[config.mk]
export PLATFORM = sky130hd
export DESIGN_NAME = fp_addsub_seq
export DESIGN_NICKNAME = d
export VERILOG_FILES = /design/src/rtl/fp_addsub_seq.sv
export SDC_FILE = /design/constraint.sdc
export NUM_CORES = 1
export LEC_CHECK = 0
export CAP_MARGIN = 20
export CORE_MARGIN = 8
export CORE_UTILIZATION = 54
export CTS_CLUSTER_DIAMETER = 60
export CTS_CLUSTER_SIZE = 30
export DETAILED_ROUTE_END_ITERATION = 12
export GPL_ROUTABILITY_DRIVEN = 1
export PLACE_DENSITY = 0.81
export SLEW_MARGIN = 0
export SYNTH_ARGS = -nofsm -noshare
export SYNTH_HDL_FRONTEND = slang
export SYNTH_SLANG_ARGS = --single-unit
[constraint.sdc]
create_clock -name clk -period 9.6 [get_ports clk]
set_input_delay 1.92 -clock clk [delete_from_list [all_inputs] [get_ports clk]]
set_output_delay 1.92 -clock clk [all_outputs]
set_load 0.02 [all_outputs]
[src/rtl/fp_addsub_seq.sv]
// fp_addsub_seq: multi-cycle IEEE-754 adder/subtractor, round-to-nearest-even,
// denormals flushed to zero, valid/ready on both sides.
// Optional build macro FP_ADDSUB_B2B_EN: accept a new operand set on the same
// edge the pending result is consumed (OUT -> ALIGN without passing through IDLE).
module fp_addsub_seq #(
  parameter int EXP_W = 8,
  parameter int MAN_W = 23
) (
  input  logic                   clk,
  input  logic                   reset,
  input  logic                   in_valid,
  output logic                   in_ready,
  input  logic [EXP_W+MAN_W:0]   a_operand,
  input  logic [EXP_W+MAN_W:0]   b_operand,
  input  logic                   AddBar_Sub,
  output logic                   out_valid,
  input  logic                   out_ready,
  output logic [EXP_W+MAN_W:0]   result,
  output logic                   invalid,
  output logic                   overflow,
  output logic                   inexact
);

  localparam int W    = 1 + EXP_W + MAN_W;
  // Extended mantissa: hidden bit, fraction, guard, round, sticky.
  localparam int MW   = MAN_W + 4;
  localparam int LZ_W = $clog2(MW + 1);
  // Internal exponent carries headroom for the +1 bumps and the lz compare.
  localparam int XW   = ((EXP_W > LZ_W) ? EXP_W : LZ_W) + 2;

  localparam logic [XW-1:0] EXP_MAX = {{(XW-EXP_W){1'b0}}, {EXP_W{1'b1}}};
  localparam logic [W-1:0]  QNAN    = {1'b0, {EXP_W{1'b1}}, 1'b1, {(MAN_W-1){1'b0}}};

  typedef enum logic [2:0] {IDLE, ALIGN, ADD, NORM, ROUND, OUT} state_t;

  state_t          state_q;
  logic [W-1:0]    a_q, b_q;
  logic            sub_q;
  logic [MW-1:0]   big_al_q, sml_al_q;
  logic            eff_sub_q;
  logic            sgn_q;
  logic [XW-1:0]   exp_q;
  logic            spec_q, spec_inv_q;
  logic [W-1:0]    spec_res_q;
  logic [MW:0]     sum_q;
  logic [MW-1:0]   man_q;
  logic            zero_q, flush_inx_q;
  logic            out_valid_q;
  logic [W-1:0]    result_q;
  logic            invalid_q, overflow_q, inexact_q;

  // ---------------- ALIGN stage signals ----------------
  logic             a_sgn, b_sgn, a_zero, b_zero, a_inf, b_inf, a_nan, b_nan, swap;
  logic [EXP_W-1:0] a_exp, b_exp, big_exp, sml_exp, exp_diff;
  logic [MAN_W:0]   a_man, b_man, big_man, sml_man;
  logic [W-2:0]     a_mag, b_mag;
  logic [MW-1:0]    sml_full, sml_shf, lost_mask;
  logic             sml_sticky, big_sgn, sml_sgn;
  logic [MW-1:0]    big_al_d, sml_al_d;
  logic             spec_d, spec_inv_d;
  logic [W-1:0]     spec_res_d;

  assign a_sgn  = a_q[W-1];
  assign b_sgn  = b_q[W-1] ^ sub_q;
  assign a_exp  = a_q[W-2:MAN_W];
  assign b_exp  = b_q[W-2:MAN_W];
  assign a_zero = (a_exp == '0);
  assign b_zero = (b_exp == '0);
  assign a_inf  = (a_exp == '1) && (a_q[MAN_W-1:0] == '0);
  assign b_inf  = (b_exp == '1) && (b_q[MAN_W-1:0] == '0);
  assign a_nan  = (a_exp == '1) && (a_q[MAN_W-1:0] != '0);
  assign b_nan  = (b_exp == '1) && (b_q[MAN_W-1:0] != '0);
  assign a_man  = a_zero ? '0 : {1'b1, a_q[MAN_W-1:0]};
  assign b_man  = b_zero ? '0 : {1'b1, b_q[MAN_W-1:0]};
  assign a_mag  = a_zero ? '0 : a_q[W-2:0];
  assign b_mag  = b_zero ? '0 : b_q[W-2:0];
  assign swap   = (b_mag > a_mag);

  // Order operands by magnitude and align the smaller one with sticky collection
  always_comb begin
    big_exp    = swap ? b_exp : a_exp;
    sml_exp    = swap ? a_exp : b_exp;
    big_man    = swap ? b_man : a_man;
    sml_man    = swap ? a_man : b_man;
    big_sgn    = swap ? b_sgn : a_sgn;
    sml_sgn    = swap ? a_sgn : b_sgn;
    exp_diff   = big_exp - sml_exp;
    sml_full   = {sml_man, 3'b000};
    sml_shf    = sml_full >> exp_diff;
    lost_mask  = ~({MW{1'b1}} << exp_diff);
    sml_sticky = |(sml_full & lost_mask);
    big_al_d   = {big_man, 3'b000};
    if (32'(exp_diff) >= 32'(MAN_W + 3)) begin
      sml_al_d = {{(MW-1){1'b0}}, |sml_man};
    end else begin
      sml_al_d = {sml_shf[MW-1:1], sml_shf[0] | sml_sticky};
    end
  end

  // Special-operand result, resolved early and carried alongside the datapath
  always_comb begin
    spec_d     = 1'b1;
    spec_inv_d = 1'b0;
    spec_res_d = a_q;
    if (a_nan || b_nan || (a_inf && b_inf && (a_sgn != b_sgn))) begin
      spec_res_d = QNAN;
      spec_inv_d = 1'b1;
    end else if (a_inf) begin
      spec_res_d = a_q;
    end else if (b_inf) begin
      spec_res_d = {b_sgn, b_q[W-2:0]};
    end else if (a_zero && b_zero) begin
      spec_res_d = {a_sgn & b_sgn, {(W-1){1'b0}}};
    end else if (a_zero) begin
      spec_res_d = {b_sgn, b_q[W-2:0]};
    end else if (b_zero) begin
      spec_res_d = a_q;
    end else begin
      spec_d = 1'b0;
    end
  end

  // ---------------- ADD stage ----------------
  logic [MW:0] sum_d;

  // Magnitude add, or larger-minus-smaller when signs differ
  always_comb begin
    if (eff_sub_q) sum_d = {1'b0, big_al_q} - {1'b0, sml_al_q};
    else           sum_d = {1'b0, big_al_q} + {1'b0, sml_al_q};
  end

  // ---------------- NORM stage ----------------
  logic [LZ_W-1:0] lz;
  logic [MW-1:0]   norm_man_d;
  logic [XW-1:0]   norm_exp_d;
  logic            norm_sgn_d, norm_zero_d, norm_inx_d;

  // Leading-zero count: highest set bit wins since the scan runs upward
  always_comb begin
    lz = '0;
    for (int unsigned i = 0; i < MW; i++) begin
      if (sum_q[i]) lz = LZ_W'(MW - 1 - i);
    end
  end

  // Renormalise: right by one on carry, else left by lz with underflow flush
  always_comb begin
    norm_man_d  = sum_q[MW-1:0] << lz;
    norm_exp_d  = exp_q - XW'(lz);
    norm_sgn_d  = sgn_q;
    norm_zero_d = 1'b0;
    norm_inx_d  = 1'b0;
    if (sum_q[MW]) begin
      norm_man_d = {sum_q[MW:2], sum_q[1] | sum_q[0]};
      norm_exp_d = exp_q + XW'(1);
    end else if (sum_q[MW-1:0] == '0) begin
      norm_man_d  = '0;
      norm_exp_d  = '0;
      norm_sgn_d  = 1'b0;
      norm_zero_d = 1'b1;
    end else if (exp_q <= XW'(lz)) begin
      norm_man_d  = '0;
      norm_exp_d  = '0;
      norm_zero_d = 1'b1;
      norm_inx_d  = 1'b1;
    end
  end

  // ---------------- ROUND stage ----------------
  logic             round_up;
  logic [MAN_W+1:0] man_r;
  logic [XW-1:0]    exp_r;
  logic [MAN_W-1:0] frac_r;
  logic [W-1:0]     res_d;
  logic             inv_d, ovf_d, inx_d;

  // Nearest-even rounding, overflow to Inf, then special/zero overrides
  always_comb begin
    round_up = man_q[2] & (man_q[1] | man_q[0] | man_q[3]);
    man_r    = {1'b0, man_q[MW-1:3]} + (MAN_W+2)'(round_up);
    exp_r    = man_r[MAN_W+1] ? exp_q + XW'(1) : exp_q;
    frac_r   = man_r[MAN_W+1] ? man_r[MAN_W:1] : man_r[MAN_W-1:0];
    res_d    = {sgn_q, exp_r[EXP_W-1:0], frac_r};
    inv_d    = 1'b0;
    ovf_d    = 1'b0;
    inx_d    = |man_q[2:0];
    if (spec_q) begin
      res_d = spec_res_q;
      inv_d = spec_inv_q;
      inx_d = 1'b0;
    end else if (zero_q) begin
      res_d = {sgn_q, {(W-1){1'b0}}};
      inx_d = flush_inx_q;
    end else if (exp_r >= EXP_MAX) begin
      res_d = {sgn_q, {EXP_W{1'b1}}, {MAN_W{1'b0}}};
      ovf_d = 1'b1;
      inx_d = 1'b1;
    end
  end

  // ---------------- control ----------------
`ifdef FP_ADDSUB_B2B_EN
  assign in_ready = (state_q == IDLE) || ((state_q == OUT) && out_ready);
`else
  assign in_ready = (state_q == IDLE);
`endif

  assign out_valid = out_valid_q;
  assign result    = result_q;
  assign invalid   = invalid_q;
  assign overflow  = overflow_q;
  assign inexact   = inexact_q;

  // Fixed-latency FSM; every stage register advances once per state
  always_ff @(posedge clk or posedge reset) begin
    if (reset) begin
      state_q     <= IDLE;
      a_q         <= '0;
      b_q         <= '0;
      sub_q       <= 1'b0;
      big_al_q    <= '0;
      sml_al_q    <= '0;
      eff_sub_q   <= 1'b0;
      sgn_q       <= 1'b0;
      exp_q       <= '0;
      spec_q      <= 1'b0;
      spec_inv_q  <= 1'b0;
      spec_res_q  <= '0;
      sum_q       <= '0;
      man_q       <= '0;
      zero_q      <= 1'b0;
      flush_inx_q <= 1'b0;
      out_valid_q <= 1'b0;
      result_q    <= '0;
      invalid_q   <= 1'b0;
      overflow_q  <= 1'b0;
      inexact_q   <= 1'b0;
    end else begin
      case (state_q)
        IDLE: begin
          if (in_valid) begin
            a_q     <= a_operand;
            b_q     <= b_operand;
            sub_q   <= AddBar_Sub;
            state_q <= ALIGN;
          end
        end
        ALIGN: begin
          big_al_q   <= big_al_d;
          sml_al_q   <= sml_al_d;
          eff_sub_q  <= big_sgn ^ sml_sgn;
          sgn_q      <= big_sgn;
          exp_q      <= XW'(big_exp);
          spec_q     <= spec_d;
          spec_inv_q <= spec_inv_d;
          spec_res_q <= spec_res_d;
          state_q    <= ADD;
        end
        ADD: begin
          sum_q   <= sum_d;
          state_q <= NORM;
        end
        NORM: begin
          man_q       <= norm_man_d;
          exp_q       <= norm_exp_d;
          sgn_q       <= norm_sgn_d;
          zero_q      <= norm_zero_d;
          flush_inx_q <= norm_inx_d;
          state_q     <= ROUND;
        end
        ROUND: begin
          result_q    <= res_d;
          invalid_q   <= inv_d;
          overflow_q  <= ovf_d;
          inexact_q   <= inx_d;
          out_valid_q <= 1'b1;
          state_q     <= OUT;
        end
        OUT: begin
          if (out_ready) begin
            out_valid_q <= 1'b0;
            invalid_q   <= 1'b0;
            overflow_q  <= 1'b0;
            inexact_q   <= 1'b0;
`ifdef FP_ADDSUB_B2B_EN
            if (in_valid) begin
              a_q     <= a_operand;
              b_q     <= b_operand;
              sub_q   <= AddBar_Sub;
              state_q <= ALIGN;
            end else begin
              state_q <= IDLE;
            end
`else
            state_q <= IDLE;
`endif
          end
        end
        default: state_q <= IDLE;
      endcase
    end
  end

endmodule

Word level (Yosys, flattened, before mapping) --
Index checks and enable logic that the tools add are counted.
Operators by class: add/subtract/negate cells 6, order comparisons 4, equal/unequal tests 12, shift-type cells 3, muxes and demuxes 86, bitwise logic cells 10, reduce and logical (&&, ||, !) cells 26
Operators with widths (number):
- $mux W32 | 6
- $mux W5 | 27
- $mux W31 | 4
- $mux W27 | 4
- $mux W24 | 4
- $logic_not A23 Y1 | 2
- $reduce_bool A23 Y1 | 2
- $mux W10 | 4
- $gt A31 B31 Y1 | 1
- $add A27 B27 Y28 | 1
- $mux W28 | 1
- $sub A27 B27 Y28 | 1
- $and A27 B27 Y27 | 1
- $logic_not A27 Y1 | 1
- $not A27 Y27 | 1
- $reduce_or A27 Y1 | 1
- $shl A27 B5 Y27 | 1
- $shl A27 B8 Y27 const A | 1
- $shr A27 B8 Y27 | 1
- $add A24 B1 Y25 | 1
- $mux W1 | 24
- $reduce_or A24 Y1 | 1
- $mux W23 | 1
- $pmux W10 S2 | 1
- 27 further kinds | 55
Word-level totals: register bits 258, input bits 69, output and inout port bits 37, word-level logic and storage cells 168

Logic depth before layout (Yosys ltp) --
depth in word-level cells 32, depth in mapped cells 33

Least setup slack after synthesis --
No wires, ideal clock.
kind register to register, from register b_q[23], to register sml_al_q[23], setup time 92 ps, data arrival time 6947 ps, path slack 2561 ps, stages on the path, launching flop included 31, period minus slack after synthesis 7039 ps, cells stage by stage dfrtp_1 -> buf_2 -> nor4_1 -> nand2_1 -> clkbuf_1 -> clkbuf_1 -> clkbuf_1 -> nand2_1 -> inv_1 -> ha_1 -> nand4_1 -> nor3_1 -> nand4_1 -> a2111oi_2 -> a31o_2 -> buf_6 -> buf_4 -> buf_2 -> clkbuf_1 -> clkbuf_1 -> a21oi_1 -> ha_1 -> or3_1 -> a221oi_2 -> o221ai_2 -> and3_4 -> a2111oi_4 -> or4_4 -> o2111ai_4 -> or4_4 -> o31ai_2
Between the ends: cells in the longest elaborated chain, start to end 7, elaborated cells on any way between the ends 11, those cells by class add/sub (1); order compare (2); shift (1); mux (6); reduce/logical (1)
Ends and longest elaborated chain:
- start, declared | RTL line 37 | logic [W-1:0] a_q, b_q;
- start signal, assigned | RTL line 243 | b_q <= b_operand;
- $logic_not A8 Y1 | RTL line 68 | assign b_zero = (b_exp == '0);
- $mux W31 | RTL line 76 | assign b_mag = b_zero ? '0 : b_q[W-2:0];
- $gt A31 B31 Y1 | RTL line 77 | assign swap = (b_mag > a_mag);
- $mux W8, on equally long branches | RTL line 81, 82
- $sub A8 B8 Y8 | RTL line 87 | exp_diff = big_exp - sml_exp;
- $shr A27 B8 Y27 or $ge A8 B5 Y1 (tied branches) | RTL line 89, 93
- $mux W27 * | RTL line 93 | if (32'(exp_diff) >= 32'(MAN_W + 3)) begin
- end signal, assigned | RTL line 250 | sml_al_q <= sml_al_d;
- end, declared | RTL line 39 | logic [MW-1:0] big_al_q, sml_al_q;
Every way passes the cells marked *; elsewhere a longest branch is shown, timed or not. A chain may end at the register's enable or synchronous reset.

Worst setup path after layout --
from register b_q[23], to register sml_al_q[2]
Same word-level chain as after synthesis.

==> impl_results.md <==
- Register area share after synthesis: 0.331
- Die W: 206 um
- I/O pin total: 106
- Mux cell area share after synthesis: 0.0864
- CTS clock-pin slew for the worst setup and hold paths: 0.08 ns
- Port Buffers: 105
- Num rows: 69
- Fin. max-slew vios: 0
- Hold Path Class: reg -> reg
- Total track usage: 0.313
- Worst setup SP type: flop
- Grt total ovfl: 0
- WP buf/inv: 3
- Synth Net Count: approximately 2600
- Synth Area in Compound Gates: 0.240
- Reg area: approximately 6500 um^2
- Synth Area in Simple Gates: 0.195
- Synth async-reset ratio: 1.00
- Clock Tree Root: clkbuf_16
- GP Congestion: a little under 1
- Cells after Synth: about 2400
- CP endpoint kind: flop
- First-pass GRT wire length: 105 mm
- Ys flop type: dfrtp_1
- Hold Buf Count CTS: 0
- Worst-path cell chain: nor4_1 > nand2_1 > buf_4 > nand2_1 > inv_1 > ha_1 > nand4_1 > nor3_1 > nand4_1 > a2111oi_2 > a31o_4 > buf_4 > nor3_1 > a31oi_1 > and3_4 > a2111oi_4 > o31ai_2 > o2111a_1 > nand3_1 > or4_1 > o211ai_1
- CP peak stage delay: roughly 0.7 ns
- Critical Path AT: 7.49 ns
- CORE AREA: 35600 um^2
- Starting density of the core: 0.548
- Share of layout cells above drive strength 1: 0.0825
- Final wirelength: 67.2 mm
- DIE AREA: roughly 42000 um^2
- Post-synthesis adder-cell area fraction: 0.0587
- Wire per inst: ~24 um
- Largest family of logic cells by synthesized area: compound AO/OA/AOI/OAI gates
- Area of the multi-input gates: 12000 um^2
- CTS tree: yes
- Num CTS Buffers: 25
- EDFF count, synth: 0
- DRC: 0
- Post-CTS Resized: 0
- Vias: 18767
- # diodes: 0
- Post-route minimum period: 7.00 ns
- Setup TNS: 0 ns
- Antenna-violating nets left: 0
- Worst Path Required: 10.09 ns
- XOR/XNOR Fraction of Synth Area: 0.0322
- Final Cycle Share: 0.729
- Final Skew: 0.0196 ns
- Endpoints failing setup: 0
- Dpl hpwl: roughly 50 mm
- DR vias/cell: 6.56
- Rel. slew slack: 0.336
- Area of the mapped netlist: around 19000 um^2
- # nets final: roughly 2500
- Die Ht: 206 um
- Fill cell count: 3139
- Starting DRC count in detailed routing: 2190
- FMAX: around 140 MHz
- Number of distinct library cells after synthesis: ~100
- #FFs+latches synth: 258
- Ys Warns: 0
- CP top delay family: simple AND/OR/NAND/NOR gates
- Layout area overhead: 11.0%
- Largest net degree at the start of global routing: 120
- Worst-path fanout max: 77
- Setup bufs post-CTS: 0
- Initial antenna violation count: 0
- Critical path class: reg -> reg
- Number of global-route vias before repair: 17821
- Status: finished clean
- Hold Fails Final Rpt: 0
- Clk sink count: 258
- Clock Path Buffers: 3
- Max_cap viols: 0
- Critical path's slowest cell: buf_4
- Initial DRT Pass Iterations: 6
- Syn Area/Cell: roughly 8.1 um^2
- Measured slew at the worst slew-check pin: 0.986 ns
- Worst-Skew Late Latency: slightly below 0.6 ns
- Unrepaired setup endpoints after global routing: no
- Clock H-tree levels: 1
-- registers in the layout (all words and copies together), names as in the netlist, 3 cells and up --
register,cells
state_q,3
sml_al_q,27
man_q,27
a_q,32
sum_q,28
spec_res_q,32
exp_q,10
b_q,32
result,32
big_al_q,24
-- per-layer routing --
layer / up-vias / part of all wire / track usage
li1: 8614 / - / -
met1: 9050 / 0.41 / 0.416
met2: 943 / 0.46 / 0.503
met3: 160 / 0.084 / 0.0574
met4: 0 / 0.044 / 0.120
met5: - / 0 / 0
-- cell usage after synthesis, types with 12 or more instances --
library cell	number	share of area
nand2_1	271	0.052
nor2_1	266	0.051
dfrtp_1	258	0.33
a21oi_1	198	0.051
o21ai_0	195	0.050
clkbuf_1	139	0.027
inv_1	100	0.019
ha_1	85	0.055
mux2i_1	84	0.043
nor3_1	72	0.018
mux2_2	63	0.036
nand3_1	47	0.012
xnor2_1	38	0.017
a211oi_1	31	0.012
xor2_1	30	0.013
and3_1	29	0.0093
a221oi_1	27	0.012
a22o_1	25	0.011
a31oi_1	25	0.0080
nor4_1	23	0.0074
o211ai_1	23	0.0089
buf_2	21	0.0054
o22ai_1	21	0.0067
nor2b_1	20	0.0064
nand4_1	19	0.0061
a21o_1	18	0.0069
o31ai_1	18	0.0069
nand2b_1	17	0.0055
and2_1	15	0.0048
buf_1	12	0.0023
o21bai_1	12	0.0046
or3_1	12	0.0039
-- cell type report --
cell class | count | area share
flip-flops and latches | 258 | 0.298
inverters | 100 | 0.0177
repair buffers | 135 | 0.0590
clock buffers | 26 | 0.0296
clock inverters | 20 | 0.0128
multi-input cells | 1861 | 0.556
well taps | 461 | 0.0267
-- worst paths after layout --
kind | startpoint | to | slack [ns] | cells after the start
setup reg to reg | b_q[23]$_DFFE_PP0P_ | sml_al_q[2]$_DFFE_PP0P_ | 2.60 | 21
hold reg to reg | out_valid$_DFFE_PP0P_ | out_valid$_DFFE_PP0P_ | 0.50 | 2
max in group asynchronous | reset | sml_al_q[6]$_DFFE_PP0P_ | 6.18 | 3
min in group asynchronous | reset | spec_inv_q$_DFFE_PP0P_ | 1.89 | 2
hold / removal | out_valid$_DFFE_PP0P_ | out_valid$_DFFE_PP0P_ | 0.50 | 2
setup / recovery | b_q[23]$_DFFE_PP0P_ | sml_al_q[2]$_DFFE_PP0P_ | 2.60 | 21
-- worst min-delay path, stage by stage (launching register included) --
cell	delay, ns
dfrtp_1	0.36
nand2_1	0.06
nand2_1	0.05
-- cells in the final DEF, fill, tap and decap left out, drive strengths merged, types with 12 or more instances in the layout --
| cell | count |
|---|---|
| nand2 | 271 |
| nor2 | 267 |
| dfrtp | 258 |
| o21ai | 205 |
| a21oi | 198 |
| inv | 109 |
| clkdlybuf4s50 | 105 |
| ha | 85 |
| mux2i | 85 |
| nor3 | 74 |
| mux2 | 63 |
| nand3 | 47 |
| xnor2 | 40 |
| a211oi | 31 |
| a221oi | 31 |
| buf | 30 |
| and3 | 30 |
| xor2 | 30 |
| clkbuf | 26 |
| a22o | 25 |
| a31oi | 25 |
| nor4 | 24 |
| o211ai | 24 |
| o22ai | 21 |
| nor2b | 20 |
| o31ai | 20 |
| nand4 | 19 |
| a21o | 18 |
| and2 | 18 |
| nand2b | 17 |
| o21bai | 12 |
| or3 | 12 |
-- per-stage QoR --
step	cell area [um^2]	setup slack, ns	util	hold slack [ns]	instances
2_1_floorplan	19500	0.582	-	0.450	2396
3_3_place_gp	20700	2.86	0.583	0.472	2815
3_5_place_dp	20700	2.75	0.583	0.478	2815
4_1_cts	21600	2.73	0.608	0.502	2861
5_1_grt	21600	2.09	0.608	0.523	2861
6_report	21600	2.60	0.608	0.499	2861
-- kinds of logic (layout without fill, tap and decap cells) --
group / count (synthesis) / count (layout)
DFF: 258 / 258
AOI/OAI and AO/OA: 716 / 716
and+or+nand+nor: 831 / 831
adders and majority gates: 91 / 91
buffers and inverters: 277 / 281
xor gates and xnor gates: 70 / 70
muxes: 153 / 153
Power is not shown: default switching activity piles up to over one toggle a cycle in this logic, so the estimate is an artifact.
